`src/rtl/snn_pkg.sv`:
```
// -----------------------------------------------------------------------------
// snn_pkg
// Shared types and defaults for the spike-rate decoder.
//   state_t      : drain FSM states (IDLE, DRAIN)
//   N_CH_DEF     : default number of spike channels
//   CNT_W_DEF    : default rate-count width
//   WIN_LEN_DEF  : default window length in enabled cycles
//   CNT_MAX      : saturation value for the default count width
//   cnt_max()    : saturation value for an arbitrary count width
// -----------------------------------------------------------------------------
package snn_pkg;

    typedef enum logic {
        IDLE  = 1'b0,
        DRAIN = 1'b1
    } state_t;

    localparam int N_CH_DEF    = 8;
    localparam int CNT_W_DEF   = 8;
    localparam int WIN_LEN_DEF = 16;
    localparam int CNT_MAX     = (1 << CNT_W_DEF) - 1;

    function automatic int cnt_max(input int w);
        return (1 << w) - 1;
    endfunction

endpackage

```
`src/rtl/spike_counter.sv`:
```
// -----------------------------------------------------------------------------
// spike_counter
// One saturating per-channel spike accumulator.
//   clk    : clock, rising edge
//   rst_n  : synchronous active-low reset
//   inc    : spike bit for this channel
//   en     : accumulate this cycle
//   zero   : restart from 0 next cycle (wins over accumulation)
//   sum    : count including this cycle's spike (what a snapshot captures)
// -----------------------------------------------------------------------------
module spike_counter
    import snn_pkg::*;
#(
    parameter int CNT_W = CNT_W_DEF
) (
    input  logic             clk,
    input  logic             rst_n,
    input  logic             inc,
    input  logic             en,
    input  logic             zero,
    output logic [CNT_W-1:0] sum
);

    localparam logic [CNT_W-1:0] SAT = CNT_W'(cnt_max(CNT_W));

    logic [CNT_W-1:0] r_cnt;

    // NOTE: always_comb gives a full assignment on every path, so no latch can be inferred.
    always_comb begin
        sum = r_cnt;
        if (en && inc && (r_cnt != SAT)) begin
            sum = r_cnt + 1'b1;
        end
    end

    // NOTE: state is updated with non-blocking assignments so all flops sample together.
    always_ff @(posedge clk) begin
        if (!rst_n) begin
            r_cnt <= '0;
        end else if (zero) begin
            r_cnt <= '0;
        end else begin
            r_cnt <= sum;
        end
    end

endmodule

```
`src/rtl/spike_rate_decoder.sv`:
```
// -----------------------------------------------------------------------------
// spike_rate_decoder
// Counts spikes per channel over a window of enabled cycles, snapshots the
// counts at window end and streams them out one channel per valid/ready beat.
// Optional argmax tracking is built when SPIKE_WINNER_EN is defined.
//   clk, rst_n    : clock and synchronous active-low reset
//   ena           : enable for window counting and accumulation
//   clear         : synchronous restart (shadow bank keeps its contents)
//   spike_in      : one spike bit per channel
//   rate_out      : count of the presented channel (0 while idle)
//   rate_ch       : index of the presented channel
//   rate_valid    : beat valid
//   rate_ready    : consumer accepts the beat
//   win_overrun   : sticky, a window ended while still draining
//   winner_ch     : argmax channel of the last drained snapshot
//   winner_valid  : winner_ch is valid
// -----------------------------------------------------------------------------
module spike_rate_decoder
    import snn_pkg::*;
#(
    parameter  int N_CH    = N_CH_DEF,
    parameter  int CNT_W   = CNT_W_DEF,
    parameter  int WIN_LEN = WIN_LEN_DEF,
    localparam int CH_W    = (N_CH > 1) ? $clog2(N_CH) : 1
) (
    input  logic             clk,
    input  logic             rst_n,
    input  logic             ena,
    input  logic             clear,
    input  logic [N_CH-1:0]  spike_in,
    output logic [CNT_W-1:0] rate_out,
    output logic [CH_W-1:0]  rate_ch,
    output logic             rate_valid,
    input  logic             rate_ready,
    output logic             win_overrun,
    output logic [CH_W-1:0]  winner_ch,
    output logic             winner_valid
);

    localparam int              WIN_W    = (WIN_LEN > 1) ? $clog2(WIN_LEN) : 1;
    localparam logic [WIN_W-1:0] WIN_LAST = WIN_W'(WIN_LEN - 1);
    localparam logic [CH_W-1:0]  CH_LAST  = CH_W'(N_CH - 1);

    state_t           r_state;
    logic [CH_W-1:0]  r_ch;
    logic [CNT_W-1:0] r_shadow [N_CH];
    logic             r_overrun;
    logic [WIN_W-1:0] r_win_cnt;

    logic [CNT_W-1:0] w_sum [N_CH];
    logic             w_win_end;
    logic             w_hs;
    logic             w_zero;

    assign w_win_end = ena && (r_win_cnt == WIN_LAST);
    assign w_hs      = (r_state == DRAIN) && rate_ready;
    assign w_zero    = clear || w_win_end;

    for (genvar gi = 0; gi < N_CH; gi++) begin : g_cnt
        spike_counter #(.CNT_W(CNT_W)) u_cnt (
            .clk   (clk),
            .rst_n (rst_n),
            .inc   (spike_in[gi]),
            .en    (ena),
            .zero  (w_zero),
            .sum   (w_sum[gi])
        );
    end

    assign rate_valid  = (r_state == DRAIN);
    assign rate_ch     = r_ch;
    assign rate_out    = rate_valid ? r_shadow[r_ch] : '0;
    assign win_overrun = r_overrun;

    always_ff @(posedge clk) begin
        if (!rst_n) begin
            r_state   <= IDLE;
            r_ch      <= '0;
            r_overrun <= 1'b0;
            r_win_cnt <= '0;
            // NOTE: the shadow bank is a small flop array, not a RAM, so it can be reset.
            for (int i = 0; i < N_CH; i++) begin
                r_shadow[i] <= '0;
            end
        end else if (clear) begin
            r_state   <= IDLE;
            r_ch      <= '0;
            r_overrun <= 1'b0;
            r_win_cnt <= '0;
        end else begin
            if (ena) begin
                r_win_cnt <= w_win_end ? '0 : r_win_cnt + 1'b1;
            end
            if (w_hs) begin
                if (r_ch == CH_LAST) begin
                    r_state <= IDLE;
                    r_ch    <= '0;
                end else begin
                    r_ch <= r_ch + 1'b1;
                end
            end
            // A window end while still draining drops the snapshot; the
            // accumulators are zeroed either way by w_zero.
            if (w_win_end) begin
                if (r_state == IDLE) begin
                    for (int i = 0; i < N_CH; i++) begin
                        r_shadow[i] <= w_sum[i];
                    end
                    r_state <= DRAIN;
                    r_ch    <= '0;
                end else begin
                    r_overrun <= 1'b1;
                end
            end
        end
    end

`ifdef SPIKE_WINNER_EN
    logic [CNT_W-1:0] r_max;
    logic [CH_W-1:0]  r_max_ch;
    logic [CH_W-1:0]  r_winner_ch;
    logic             r_winner_valid;
    logic [CNT_W-1:0] w_cur;
    logic             w_take;
    logic [CH_W-1:0]  w_best_ch;

    // Channel 0 seeds the running max; strict compare keeps ties at the lower index.
    assign w_cur     = r_shadow[r_ch];
    assign w_take    = (r_ch == '0) || (w_cur > r_max);
    assign w_best_ch = w_take ? r_ch : r_max_ch;

    always_ff @(posedge clk) begin
        if (!rst_n || clear) begin
            r_max          <= '0;
            r_max_ch       <= '0;
            r_winner_ch    <= '0;
            r_winner_valid <= 1'b0;
        end else begin
            if (w_win_end && (r_state == IDLE)) begin
                r_winner_valid <= 1'b0;
            end
            if (w_hs) begin
                if (w_take) begin
                    r_max    <= w_cur;
                    r_max_ch <= r_ch;
                end
                if (r_ch == CH_LAST) begin
                    r_winner_valid <= 1'b1;
                    r_winner_ch    <= w_best_ch;
                end
            end
        end
    end

    assign winner_ch    = r_winner_ch;
    assign winner_valid = r_winner_valid;
`else
    assign winner_ch    = '0;
    assign winner_valid = 1'b0;
`endif

endmodule

```
`config.mk`:
```
export PLATFORM = sky130hd
export DESIGN_NAME = spike_rate_decoder
export DESIGN_NICKNAME = d
export VERILOG_FILES = /design/src/rtl/snn_pkg.sv /design/src/rtl/spike_counter.sv /design/src/rtl/spike_rate_decoder.sv
export SDC_FILE = /design/constraint.sdc
export NUM_CORES = 1
export LEC_CHECK = 0
export CAP_MARGIN = 20
export CORE_MARGIN = 10
export CORE_UTILIZATION = 45
export CTS_CLUSTER_SIZE = 8
export DETAILED_ROUTE_END_ITERATION = 16
export RECOVER_POWER = 50
export SKIP_CTS_REPAIR_TIMING = 1
export SLEW_MARGIN = 40
export SYNTH_ARGS = -nofsm -noshare
export SYNTH_HDL_FRONTEND = slang
export SYNTH_SLANG_ARGS = --single-unit
```
`constraint.sdc`:
```
create_clock -name clk -period 6.7 [get_ports clk]
set_clock_uncertainty 0.05 [all_clocks]
set_input_delay 1.005 -clock clk [delete_from_list [all_inputs] [get_ports clk]]
set_output_delay 1.005 -clock clk [all_outputs]
set_load 0.01 [all_outputs]
```
# Word-level counts from Yosys, hierarchy flattened
# Memory sizes are Yosys's and may differ from the RTL's. A register that Yosys moved wholly into a read port is not among the register bits.
# Index checks and enable logic that the tools add are counted.
totals:
  mem_bits_rw: 64
  in_bits: 13
  register_bits: 73
  word_cells: 97
  memories: 1
mem_list:
  columns: ["memory", "words", "width", "read_ports", "rd_ports_with_merged_regs", "write_ports", "line_no", "source"]
  rows:
  - ["r_shadow", 8, 8, 1, 1, 8, "spike_rate_decoder.sv:46", "logic [CNT_W-1:0] r_shadow [N_CH];"]
op_classes:
  n_reduce_logical: 22
  n_eq_ne: 10
  muxes: 33
  addsub: 10
  bitwise_logic: 9
op_table:
  columns: ["operator", "n"]
  rows:
  - ["8-bit 2-to-1 mux", 17]
  - ["8-bit by 1-bit adder with 8-bit output, second input constant", 8]
  - ["8-bit inequality test, second input constant", 8]
  - ["1-bit logical AND", 18]
  - ["3-bit 2-to-1 mux", 5]
  - ["1-bit 2-to-1 mux", 10]
  - ["1-bit bitwise OR", 8]
  - ["4-bit by 1-bit adder with 4-bit output, second input constant", 1]
  - ["4-bit == test, second input constant", 1]
  - ["4-bit 2-to-1 mux", 1]
  - ["2-bit OR reduction", 2]
  - ["3-bit by 1-bit adder with 3-bit output, second input constant", 1]
  - ["3-bit == test, second input constant", 1]
  - ["2-bit AND reduction", 1]
  - ["1-bit logical OR", 1]
  - ["1-bit NOT", 1]

# Longest topological paths before layout
logic_depth:
  ltp_word: 7
  mapped_depth: 6
  mapped_depth_nobuf: 5

# Cells and area by module
# Synthesis repeated with hierarchy kept, for this count alone.
unflattened:
  cells_unflattened: 626
  hier_area_um2: 6867.8
by_module_without_submodules:
  columns: ["module", "area_each_um2", "cells_each", "seq_area_each_um2", "n_inst"]
  rows:
  - ["spike_rate_decoder", 3434.5, 226, 2102.0, 1]
  - ["spike_counter", 429.2, 50, 160.2, 8]

# Least setup slack after synthesis
# Ideal clock, no wire load.
synth_path:
  path_kind: "input to register"
  start: "in ena"
  end: "mem r_shadow[0][0] (netlist name), enable pin"
  path_stages: 3
  t_arrival_ns: 5.992
  setup_time_ns: 0.582
  n_path_buf: 1
  path_slack_ns: 0.076
  required_ns: 6.068
  path_cell_list: "buf_4 -> nand4_2 -> o31ai_1"
synth_lines:
  columns: ["item", "line_no", "source"]
  rows:
  - ["start: declaration", "spike_rate_decoder.sv:28", "input logic ena,"]
  - ["end: declaration", "spike_rate_decoder.sv:46", null]

==> results summary <==
The total negative setup slack is 0 ns. VDD sags by at most about 180 uV. The power density of the placed cells came out at between 200 and 300 mW/mm^2.

The average wire per cell in the routed design came out at 17.18 um. The antenna violation net count after detailed routing came out at 0. The via count of the first global-routing pass is between 4,000 and 5,000. In the finished design, the share of the clock period the worst path needs comes to approximately two thirds. The root buffer cell chosen for the clock tree is clkbuf_16. The post-detailed-routing wire length is 13.97 mm.

Detailed placement ended at an HPWL of around 10 mm. The signal on the critical path passes through dlygate4sd3_1 -> clkbuf_1 -> nand4_1 -> or3_1 -> a21oi_1. Clock tree synthesis inserted a total of 17 buffers. The number of placed instances, taps included, is a little under 800. At the worst endpoint, the arrival time is 4.64 ns. The flow ran to the end, but the final reports show violations. The total of flip-flops plus latches after synthesis is between 100 and 150. The vertical die dimension is roughly 140 um. The cell at the slowest stage of the critical path is or3_1.

STA classifies the critical path startpoint as an input port. The clock transition time at the flip-flop clock pins of the worst setup and hold paths came out at roughly 0.06 ns. Counting every instance in the synthesized netlist gives 596. The repair_antennas step left the layout with diodes totalling 0. The final net count is 644. The count of placed standard cells in the final layout, fillers left out came out at a little over 800. The share of final-layout standard cells stronger than drive strength 1 is under 10%. The count of unresolved DRC violations after routing came out at 0. The via density per instance came out at between 5 and 6. Setup slack on the critical path of the routed design comes to around 2.2 ns. The most instantiated flip-flop cell in the synthesis netlist is dfxtp_1. The delay of the slowest critical-path stage came out at around 1.2 ns. The global-route wire length before repair is 22.98 mm. The number of inserted filler cells in the final layout came out at between 1,000 and 1,500. Setup repair after global routing left no endpoint under its margin.

The first-pass detailed-route iteration total came out at 4. The required arrival time at the worst endpoint came out at 6.88 ns. The total count of max-transition violations in the final report is 49. The worst setup path is of the input port to flop kind. The pin count of the biggest net entering global routing came out at 65. The fraction of synthesis flops using an asynchronous set or reset pin is 0%.

The first routing iteration left 380 violations. The area of all placed cells without fillers is 0.007258 sq mm. The transition time of the tightest slew-check pin came out at between 1.5 and 2 ns. In this run the worst path has a maximum fanout of 48.

The tightest min-delay check is of the flop to flop type. The initial standard-cell utilization of the core came out at 45.59%. The tree built by TritonCTS fans out to 137 sinks.

The total cell area at the placement stage is between 0.006 and 0.007 sq mm. The number of endpoints with negative hold slack in the final report is 0. Based on the critical path, the design can be clocked at up to between 200 and 250 MHz. The core region area came out at around 0.014 sq mm. The number of enable-type register cells in the synthesized netlist is 64. For the worst-skew pair, the clock arrives at the later sink with an insertion delay of 0.41 ns. For this block, the via count after detailed routing is 4,446. The clock tree from TritonCTS is done. The standby leakage power is roughly 2.5 nW. The worst max-slew margin expressed relative to the limit came out at -10.44%. Cells fill 52.49% of the core in the end. Sequential cells were found to cover about 54% of the synthesized design area. Global routing finished with a remaining overflow of 0. The post-route minimum period came out at 4.463 ns.

The final reports fail on max-capacitance violations, max-slew violations. The worst slack at placement is roughly 3.3 ns. For this design the top-level I/O count stands at 30.

Max-cap violations in this run came to 1. STA classifies the critical path endpoint as a flop. The width of the chip is 138.4 um.

The global placement routability congestion came out at 0.8699. For this run, the number of Yosys warnings is 0. The count of H-tree levels built during CTS is 4. The number of rows created at floorplan is 43.

The synthesized area divided by synthesized cell count is ~11 sq um. On the final layout, the worst hold slack is around 0.42 ns. The die covers between 0.015 and 0.02 sq mm. Power comes to between 1.5 and 2 mW. The netlist area before placement came out at 0.006304 sq mm. In this run, distinct cell masters in the synthesized netlist total slightly above 50.

The overall global routing resource usage is between 10 and 15%. Setup violations remaining at the end of the flow were counted as 0. The area growth from synthesis to layout is 15.14%. The number of buffers added on ports came out at 25. The clock passes through at most 2 buffers. The number of antenna violations at the first check in global routing is 0.
## sequential cells by signal (all words and copies together), names as in the netlist
signal and count:
rate_valid 1, r_shadow 64, g_cnt.u_cnt.r_cnt 64, win_overrun 1, r_win_cnt 4, rate_ch 3
## final timing paths
path | startpoint | to | slack, ns | depth (start not counted)
worst min-delay path | win_overrun | win_overrun | 0.42 | 2
worst max-delay path | ena | r_shadow[4][5] | 2.24 | 5
worst max register to register | r_win_cnt[0] | r_shadow[1][1] | 4.11 | 4
worst min register to register | win_overrun | win_overrun | 0.42 | 2
## worst max-delay path, delay by kind of cell
kind / cells / cell delay [ns]
AO/OA/AOI/OAI: 1 / 0.38
buffers and inverters: 2 / 1.59
AND/OR/NAND/NOR: 2 / 1.65
## synth_stat cells (12+ instances only)
library cell / count / area [sq um]
nor2_1: 122 / 457.9
dfxtp_1: 73 / 1461
edfxtp_1: 64 / 1922
nand2_1: 41 / 153.9
a21oi_1: 28 / 140.1
mux2i_1: 26 / 260.3
nand3_1: 24 / 120.1
o21ai_0: 21 / 105.1
and3_1: 17 / 106.4
mux4_2: 16 / 360.4
xor2_1: 16 / 140.1
nand4_1: 12 / 75.07
## power breakdown
part | total [mW] | internal [mW] | switching (mW)
clock network | 0.944 | 0.609 | 0.335
logic | 0.0550 | 0.0205 | 0.0345
registers | 0.907 | 0.894 | 0.0126
total | 1.91 | 1.52 | 0.382
## metal layers
layer  GRT usage (%)  share of wire (%)
met5               0                  0
met4           5.827                2.3
met3           3.630                3.6
met2           23.92                 47
met1           18.96                 47
## cells by family (layout without fill, tap and decap cells)
logic type,after synthesis,after routing,share of synthesized area (%)
AO/OA/AOI/OAI,84,84,8.456
XOR/XNOR,20,20,2.779
adder cells (fa/ha/maj),11,11,2.183
buffers and inverters,36,70,3.037
flip-flops,137,137,53.67
multiplexers,43,43,10.02
other,1,4,0.05949
AND/OR/NAND/NOR,264,264,19.79
## layout make-up
cell class	count	area [sq um]	area share (%)
Multi-Input combinational cell	426	2738	37.72
Clock buffer	26	520.5	7.171
Sequential cell	137	3385	46.63
Inverter	10	37.54	0.5172
Timing Repair Buffer	28	269.0	3.706
Clock inverter	6	83.83	1.155
Tap cell	180	225.2	3.103
## placed cells by master, fill, tap and decap left out, types with 3 or more instances in the layout
cell type	n
mux4_2	16
o2111ai_1	4
nand2_1	40
a22o_1	8
xnor2_1	4
o31ai_1	5
or4_1	5
clkbuf_8	4
a211oi_1	4
nand4_1	13
dlygate4sd3_1	4
xor2_1	16
o21ai_0	21
a21oi_1	28
and2_1	8
nor3_1	8
or3_1	6
conb_1	4
and2_0	3
ha_1	11
dfxtp_1	72
edfxtp_1	64
clkdlybuf4s50_1	21
inv_1	10
nor2_1	122
mux2i_1	26
and4_1	4
o211ai_1	5
clkbuf_16	18
nand2b_1	3
and3_1	17
nand3_1	24
clkbuf_1	5
Power figures use the tool's default switching activity.
